$ cat config.mk
export PLATFORM = sky130hd
export DESIGN_NAME = mem_array_dp
export DESIGN_NICKNAME = d
export VERILOG_FILES = /design/src/rtl/mem_array_dp.sv
export SDC_FILE = /design/constraint.sdc
export NUM_CORES = 2
export LEC_CHECK = 0
export CAP_MARGIN = 40
export CORE_MARGIN = 3
export CORE_UTILIZATION = 56
export DETAILED_ROUTE_END_ITERATION = 6
export GPL_ROUTABILITY_DRIVEN = 0
export GPL_TIMING_DRIVEN = 0
export PLACE_DENSITY = 0.75
export SKIP_CTS_REPAIR_TIMING = 1
export SYNTH_ARGS = -nofsm -noshare
export SYNTH_HDL_FRONTEND = slang
export SYNTH_SLANG_ARGS = --single-unit
$ cat constraint.sdc
create_clock -name clk -period 2.6 [get_ports clk]
set_input_delay 0.78 -clock clk [delete_from_list [all_inputs] [get_ports clk]]
set_output_delay 0.78 -clock clk [all_outputs]
set_load 0.005 [all_outputs]
$ cat src/rtl/mem_array_dp.sv
// Simple-dual-port memory: one write port with byte enables, one read port with a
// 1- or 2-stage output pipeline, selectable read-during-write policy and an init sweep.
module mem_array_dp #(
  parameter string                 MEM_TYPE   = "BRAM",
  parameter int                    DATA_WIDTH = 32,
  parameter int                    ADDR_WIDTH = 6,
  parameter int                    BYTE_WIDTH = 8,
  parameter int                    RD_LATENCY = 1,
  parameter string                 RDW_MODE   = "READ_FIRST",
  parameter logic [DATA_WIDTH-1:0] INIT_VALUE = '0,
  localparam int                   NB         = DATA_WIDTH / BYTE_WIDTH
) (
  input  logic                  clk,
  input  logic                  rst,
  input  logic                  clr,
  output logic                  ready,
  input  logic                  wr_en,
  input  logic [ADDR_WIDTH-1:0] wr_addr,
  input  logic [NB-1:0]         wr_be,
  input  logic [DATA_WIDTH-1:0] wr_data,
  input  logic                  rd_en,
  input  logic [ADDR_WIDTH-1:0] rd_addr,
  output logic [DATA_WIDTH-1:0] rd_data,
  output logic                  rd_valid
);

  localparam int DEPTH = 2 ** ADDR_WIDTH;

  localparam bit MEM_TYPE_OK = (MEM_TYPE == "REG") || (MEM_TYPE == "LUT") || (MEM_TYPE == "BRAM");
  localparam bit RDW_OK      = (RDW_MODE == "READ_FIRST") || (RDW_MODE == "WRITE_FIRST");
  localparam bit WRITE_FIRST = (RDW_MODE == "WRITE_FIRST");

  if (!MEM_TYPE_OK) begin : g_bad_mem_type
    $fatal(1, "mem_array_dp: MEM_TYPE must be REG, LUT or BRAM");
  end
  if ((DATA_WIDTH % BYTE_WIDTH) != 0) begin : g_bad_byte_width
    $fatal(1, "mem_array_dp: BYTE_WIDTH must divide DATA_WIDTH");
  end
  if ((RD_LATENCY != 1) && (RD_LATENCY != 2)) begin : g_bad_latency
    $fatal(1, "mem_array_dp: RD_LATENCY must be 1 or 2");
  end
  if (!RDW_OK) begin : g_bad_rdw_mode
    $fatal(1, "mem_array_dp: RDW_MODE must be READ_FIRST or WRITE_FIRST");
  end

  typedef enum logic {
    ST_INIT,
    ST_READY
  } state_t;

  state_t                  r_state;
  state_t                  w_state_nxt;
  logic [ADDR_WIDTH-1:0]   r_ptr;
  logic [DATA_WIDTH-1:0]   r_mem [DEPTH];
  logic                    w_wr_fire;
  logic                    w_rd_fire;
  logic [DATA_WIDTH-1:0]   w_rd_word;
  logic [DATA_WIDTH-1:0]   r_pipe_data [RD_LATENCY+1];
  logic [RD_LATENCY:0]     r_pipe_vld;

  // NOTE: sequential state uses non-blocking assignments so every flop samples
  // pre-edge values regardless of block ordering.
  always_ff @(posedge clk or posedge rst) begin
    if (rst) r_state <= ST_INIT;
    else     r_state <= w_state_nxt;
  end

  // NOTE: the next-state value is defaulted first so no path leaves it unassigned
  // and no latch is inferred.
  always_comb begin
    w_state_nxt = r_state;
    case (r_state)
      ST_INIT:  if (!clr && (r_ptr == ADDR_WIDTH'(DEPTH - 1))) w_state_nxt = ST_READY;
      ST_READY: if (clr) w_state_nxt = ST_INIT;
      default:  w_state_nxt = ST_INIT;
    endcase
  end

  // Port strobes are gated off in INIT and in the cycle that requests a clear.
  always_comb begin
    ready     = (r_state == ST_READY);
    w_wr_fire = wr_en && ready && !clr;
    w_rd_fire = rd_en && ready && !clr;
  end

  // The pointer wraps to 0 on the last sweep edge, so READY starts with it cleared.
  always_ff @(posedge clk or posedge rst) begin
    if (rst)                    r_ptr <= '0;
    else if (clr)               r_ptr <= '0;
    else if (r_state == ST_INIT) r_ptr <= r_ptr + 1'b1;
  end

  // NOTE: the storage array has no reset; the init sweep defines its contents,
  // which keeps it mappable onto RAM primitives.
  always_ff @(posedge clk) begin
    if (r_state == ST_INIT) begin
      r_mem[r_ptr] <= INIT_VALUE;
    end else if (w_wr_fire) begin
      for (int i = 0; i < NB; i++) begin
        if (wr_be[i]) r_mem[wr_addr][i*BYTE_WIDTH +: BYTE_WIDTH] <= wr_data[i*BYTE_WIDTH +: BYTE_WIDTH];
      end
    end
  end

  // WRITE_FIRST forwards the enabled write lanes onto a same-address read.
  always_comb begin
    w_rd_word = r_mem[rd_addr];
    if (WRITE_FIRST && w_wr_fire && (wr_addr == rd_addr)) begin
      for (int i = 0; i < NB; i++) begin
        if (wr_be[i]) w_rd_word[i*BYTE_WIDTH +: BYTE_WIDTH] = wr_data[i*BYTE_WIDTH +: BYTE_WIDTH];
      end
    end
  end

  // Stage 0 captures the sampled word; stages only load behind a valid, so the
  // last stage holds rd_data steady while rd_valid is low.
  always_ff @(posedge clk or posedge rst) begin
    if (rst) begin
      r_pipe_vld <= '0;
      for (int i = 0; i <= RD_LATENCY; i++) r_pipe_data[i] <= '0;
    end else begin
      if (clr) r_pipe_vld <= '0;
      else     r_pipe_vld <= {r_pipe_vld[RD_LATENCY-1:0], w_rd_fire};
      if (w_rd_fire) r_pipe_data[0] <= w_rd_word;
      for (int i = 1; i <= RD_LATENCY; i++) begin
        if (r_pipe_vld[i-1] && !clr) r_pipe_data[i] <= r_pipe_data[i-1];
      end
    end
  end

  assign rd_data  = r_pipe_data[RD_LATENCY];
  assign rd_valid = r_pipe_vld[RD_LATENCY];

endmodule

# After elaboration in Yosys (flattened, before gate mapping)

Memory sizes are Yosys's and may differ from the RTL's. A register that Yosys moved wholly into a read port is not among the register bits.
Index checks and enable logic that the tools add are counted.

Flip-flop bits (word level): 41
Bits in writable memories: 2048
Bits of input ports: 53
Output and inout bits: 34
Logic and storage cells: 43
Memories: 1

Add/subtract/negate cells: 1
Equal/unequal tests: 2
Multiplexer cells: 26
Bitwise gates (word level): 1
Reductions and logical operators: 8

Memory list:

| name  | depth | bits a word | rd ports | clocked after memory_dff | write ports | line | RTL |
|---|---|---|---|---|---|---|---|
| r_mem | 64    | 32          | 1        | 1                        | 1           | 54   | `logic [DATA_WIDTH-1:0] r_mem [DEPTH];` |

Operator list:

| operator                                                      | count |
|---|---|
| 32-bit two-way mux                                            | 1 |
| 32-bit OR reduction                                           | 1 |
| 1-bit two-way mux                                             | 19 |
| 6-bit two-way mux                                             | 3 |
| 6-bit by 1-bit adder with 6-bit output, second input constant | 1 |
| 6-bit == test, second input constant                          | 1 |
| 1-bit logical AND                                             | 6 |
| 4-bit two-way mux                                             | 1 |
| 2-bit two-way mux                                             | 1 |
| 2-bit != test, second input constant                          | 1 |
| 1-bit one-hot mux with 2 select lines                         | 1 |
| 1-bit logical NOT                                             | 1 |
| 1-bit inverter                                                | 1 |

# Longest topological paths before layout

Word-level depth: 7
Mapped depth: 11
Mapped depth without buffers: 6

# Worst setup path after synthesis

Ideal clock, no wire load.

Path kind: input to register
From: input port wr_be[0]
To: memory r_mem[7][0], enable pin
Setup time: 0.383 ns
Data arrival time: 2.984 ns
Required time: 2.217 ns
Setup slack: -0.768 ns
Stages on the path: 9
Path buffers: 4
Path through: or4_1 > and3_1 > buf_2 > buf_6 > buf_2 > o31ai_2 > nand2_1 > buf_2 > nor3_1

Longest elaborated chain between the ends: 6
Elaborated cells between the ends (all ways): 7
Classes of those cells: mux: 6; reduce/logical: 1

RTL lines:

| what                                                             | line | RTL |
|---|---|---|
| from (decl)                                                      | 19   | `input logic [NB-1:0] wr_be,` |
| 1-bit two-way mux *                                              | 100  | `if (wr_be[i]) r_mem[wr_addr][i*BYTE_WIDTH +: BYTE_WIDTH] <= wr_data[i*BYTE_WIDTH +: BYTE_WIDTH];` |
| 1-bit two-way mux *                                              | 98   | `end else if (w_wr_fire) begin` |
| 1-bit two-way mux *                                              | 96   | `if (r_state == ST_INIT) begin` |
| 1-bit two-way mux (not written as such) *                        | 100  |  |
| 32-bit OR reduction (no line)                                    | n/a  |  |
| 6-bit two-way mux (no line) or 4-bit two-way mux (tied branches) | n/a  |  |
| to (decl)                                                        | 54   |  |

Mark *: on every way between the ends. The rest lies on a longest branch, timed or not.

# Worst setup path after layout

From: register r_ptr[2]
To: memory r_mem[21][2], enable pin

Longest elaborated chain between the ends: 1

RTL lines:

| what                        | line | RTL |
|---|---|---|
| from (decl)                 | 53   | `logic [ADDR_WIDTH-1:0] r_ptr;` |
| from (signal assigned)      | 90   | `else if (r_state == ST_INIT) r_ptr <= r_ptr + 1'b1;` |
| 6-bit two-way mux (no line) | n/a  |  |

No other way between the ends.

==> flow_summary_export.csv <==
group,metric,value,unit
outcome,status,"finished, violations left",
outcome,failed_checks,"negative setup slack",
placed_design,portBuffers,80,
worst_setup_path,r2r-start,"r_ptr[2]",
detailed_routing,wl_per_cell,33.5,um
clock_tree,clockRootBuffer,"clkbuf_16",
worst_setup_path,cp.required,3.05,ns
detailed_routing,viasPerCell,6.61,
synth,syn_avg_cell_area,19.8,sq um
worst_setup_path,slowest_stage,"clkbuf_1",
floorplan,die_y,391,um
global_route,overflow,0,
min_path,hold_class,"primary input to async pin",
synth,synth.net_count,4253,
layout,design_area,99300,sq um
floorplan,num_rows,140,
pwr,p_leak,34.8,nW
worst_setup_path,path_class,"flop to flop",
clock_tree,clk_latency,0.82,ns
layout,drive_gt1_frac,0.307,
detailed_routing,wirelength,225000,um
global_route,grt_usage,0.276,
global_route,met2_usage,0.452,
detailed_routing,first_pass_iters,6,
timing,tightest_slew,0.948,ns
layout,layout_common_cells,"edfxtp_1 (2048), mux2i_1 (449), mux4_2 (320)",
synth,yosysTopAreaCell,"edfxtp_1",
worst_setup_path,cp_slowest_stage_delay,0.63,ns
timing,layout_setup_ws,-0.301,ns
synth,netlist_top_cells_area,"edfxtp_1 (74%), mux4_2 (8.7%), mux2i_1 (5.4%), dfrtp_1 (2.2%), a22oi_1 (1.4%)",
pwr,vdd_drop_max,0.568,mV
placed_design,dpl_cell_area,88000,sq um
placed_design,post-place-ws,-2.21,ns
clock_tree,cts_buffers,199,
synth,async_flop_share,0.0344,
synth,synth_edf_count,2048,
clock_tree,cts_sinks,2121,
floorplan,io_pins,87,
worst_setup_path,critPathMaxFanout,10,
synth,synth_flop_cell,"edfxtp_1",
detailed_routing,num_vias,44500,
synth,yosysUniqueCellTypes,52,
placed_design,place_hpwl,144000,um
timing,relSlewSlack,0.368,
worst_setup_path,arrival,3.35,ns
clock_tree,htree_levels,4,
floorplan,die-width,391,um
clock_tree,cts_tree,"built",
layout,nFillCells,8732,
timing,tns,-162.66,ns
clock_tree,clock_path_buffers,3,
timing,fin_crit,2.90,ns
global_route,grt.busiest_layer,"met2",
synth,syn_area,83200,sq um
global_route,grt_pass1_vias,42800,
worst_setup_path,endpoint_kind,"flop",
worst_setup_path,reg2reg_slack,-0.30,ns
global_route,grt_max_degree,68,
timing,rsz0062_at_grt,"yes",
global_route,met3_usage,0.0699,
synth,synth_top_area_share,0.739,
timing,clock_skew,0.0252,ns
layout,final_common_cell,"edfxtp_1",
timing,hold_viol,0,
floorplan,coreArea,147000,sq um
timing,setup_viol,1914,
worst_setup_path,r2r-end,"r_mem[21][2]",
worst_setup_path,cp_top_family,"simple AND/OR/NAND/NOR gates",
synth,ys_seq_area_frac,0.761,
timing,fmax,0.345,GHz
worst_setup_path,r2r_cells,5,
global_route,antenna_found_initial,3,
detailed_routing,antenna_left,0,
synth,ys_ff_latch,2121,
global_route,grt_pass1_wl,299000,um
pwr,totalPowerFinal,70.4,mW
layout,area_growth,19.4,%
clock_tree,cts.clk_slew.worst_paths,0.06,ns
global_route,met1_usage,0.361,
detailed_routing,drtIter0Drc,5771,
floorplan,start_util,0.567,
timing,post-route-period-util,1.12,
run,max-cap-violations,0,
pwr,p_per_area,709,nW/um^2
worst_setup_path,cp_cell_sequence,"clkbuf_1, nor4bb_2, a41oi_4, buf_6, nor3_4",
synth,yosys_warnings,0,
worst_setup_path,cp_num_buf_inv,2,
detailed_routing,drcViolationCount,0,
synth,syn-instance-count,4199,
layout,utilization,0.678,
worst_setup_path,cp-start-kind,"flop",
floorplan,die_area,153000,sq um
layout,layout.nets,4713,
timing,slew_violations,0,
[registers in the layout, summed over array words and instances, names as in the netlist]
name and cells:
r_mem 2048, r_ptr 6, ready 1, r_pipe_data 32, rd_data 32, r_pipe_vld 2
[routing by layer]
layer / vias up / share of wire / wire (um)
li1: 18200 / - / -
met4: 0 / 0.042 / 9460
met1: 23000 / 0.36 / 81000
met2: 2822 / 0.48 / 109000
met3: 510 / 0.11 / 25800
met5: - / 0 / 0
[through the flow]
step,std cells,hold slack (ns)
2_1_floorplan,4199,0.474
3_3_place_gp,6196,0.490
3_5_place_dp,6222,0.497
4_1_cts,6581,0.148
5_1_grt,6734,0.178
6_report,6737,0.189
[worst reg2reg max path, stage by stage, from the launching register on]
cell and delay [ns]:
dfrtp_1 0.34, clkbuf_1 0.63, nor4bb_2 0.56, a41oi_4 0.19
buf_6 0.34, nor3_4 0.48
[cells by family after synthesis]
logic type      after synthesis  share of synthesized area
simple gates                446                     0.0268
flops                      2121                      0.761
mux                         835                      0.150
fa+ha+maj                     1                   0.000150
xor+xnor                      5                   0.000526
compound gates              464                     0.0420
buf+inv                     327                     0.0199
[report_power, final]
part / internal [mW] / total (mW) / leakage (nW) / switching [mW]
registers: 37.2 / 37.2 / 21.8 / 0.0912
clock network: 17.2 / 29.6 / 3.22 / 12.4
logic: 1.30 / 3.50 / 9.72 / 2.19
[synthesized netlist by cell type, drive strengths merged (4+ instances only)]
cell type  instances
mux4             320
buf              193
nor2b             39
dfrtp             73
nor3              77
nand2             24
or2               16
a211oi            64
edfxtp          2048
a22o              32
a31oi             37
o21ai             35
a22oi            160
a221o             32
inv                4
o22ai             32
nand3             35
and2              36
nand2b            11
nor2             195
clkbuf           130
a41oi              4
mux2i            450
a2111oi           32
mux2              65
o211ai            32
[worst max-delay path by stage]
stage          startpoint            end  depth (start not counted)
6_report         r_ptr[2]   r_mem[21][2]                          5
5_1_grt          wr_be[2]  r_mem[21][12]                          8
4_1_cts          wr_be[0]  r_mem[35][11]                         10
3_5_place_dp     wr_be[0]   r_mem[35][8]                         10
3_3_place_gp     wr_be[0]  r_mem[61][19]                          9
2_1_floorplan    wr_be[0]  r_mem[23][24]                          9
[cell type report]
type | count | area (sq um) | area share
flip-flops and latches | 2121 | 63300 | 0.638
multi-input cells | 1782 | 21300 | 0.214
clock buffers | 258 | 5440 | 0.0548
repair buffers | 238 | 3440 | 0.0346
well taps | 1917 | 2400 | 0.0241
plain buffers | 313 | 2250 | 0.0226
clock inverters | 101 | 1140 | 0.0115
inverters | 4 | 17.5 | 0.000176
diodes | 3 | 7.51 | 0.0000756
Power figures use the tool's default switching activity.
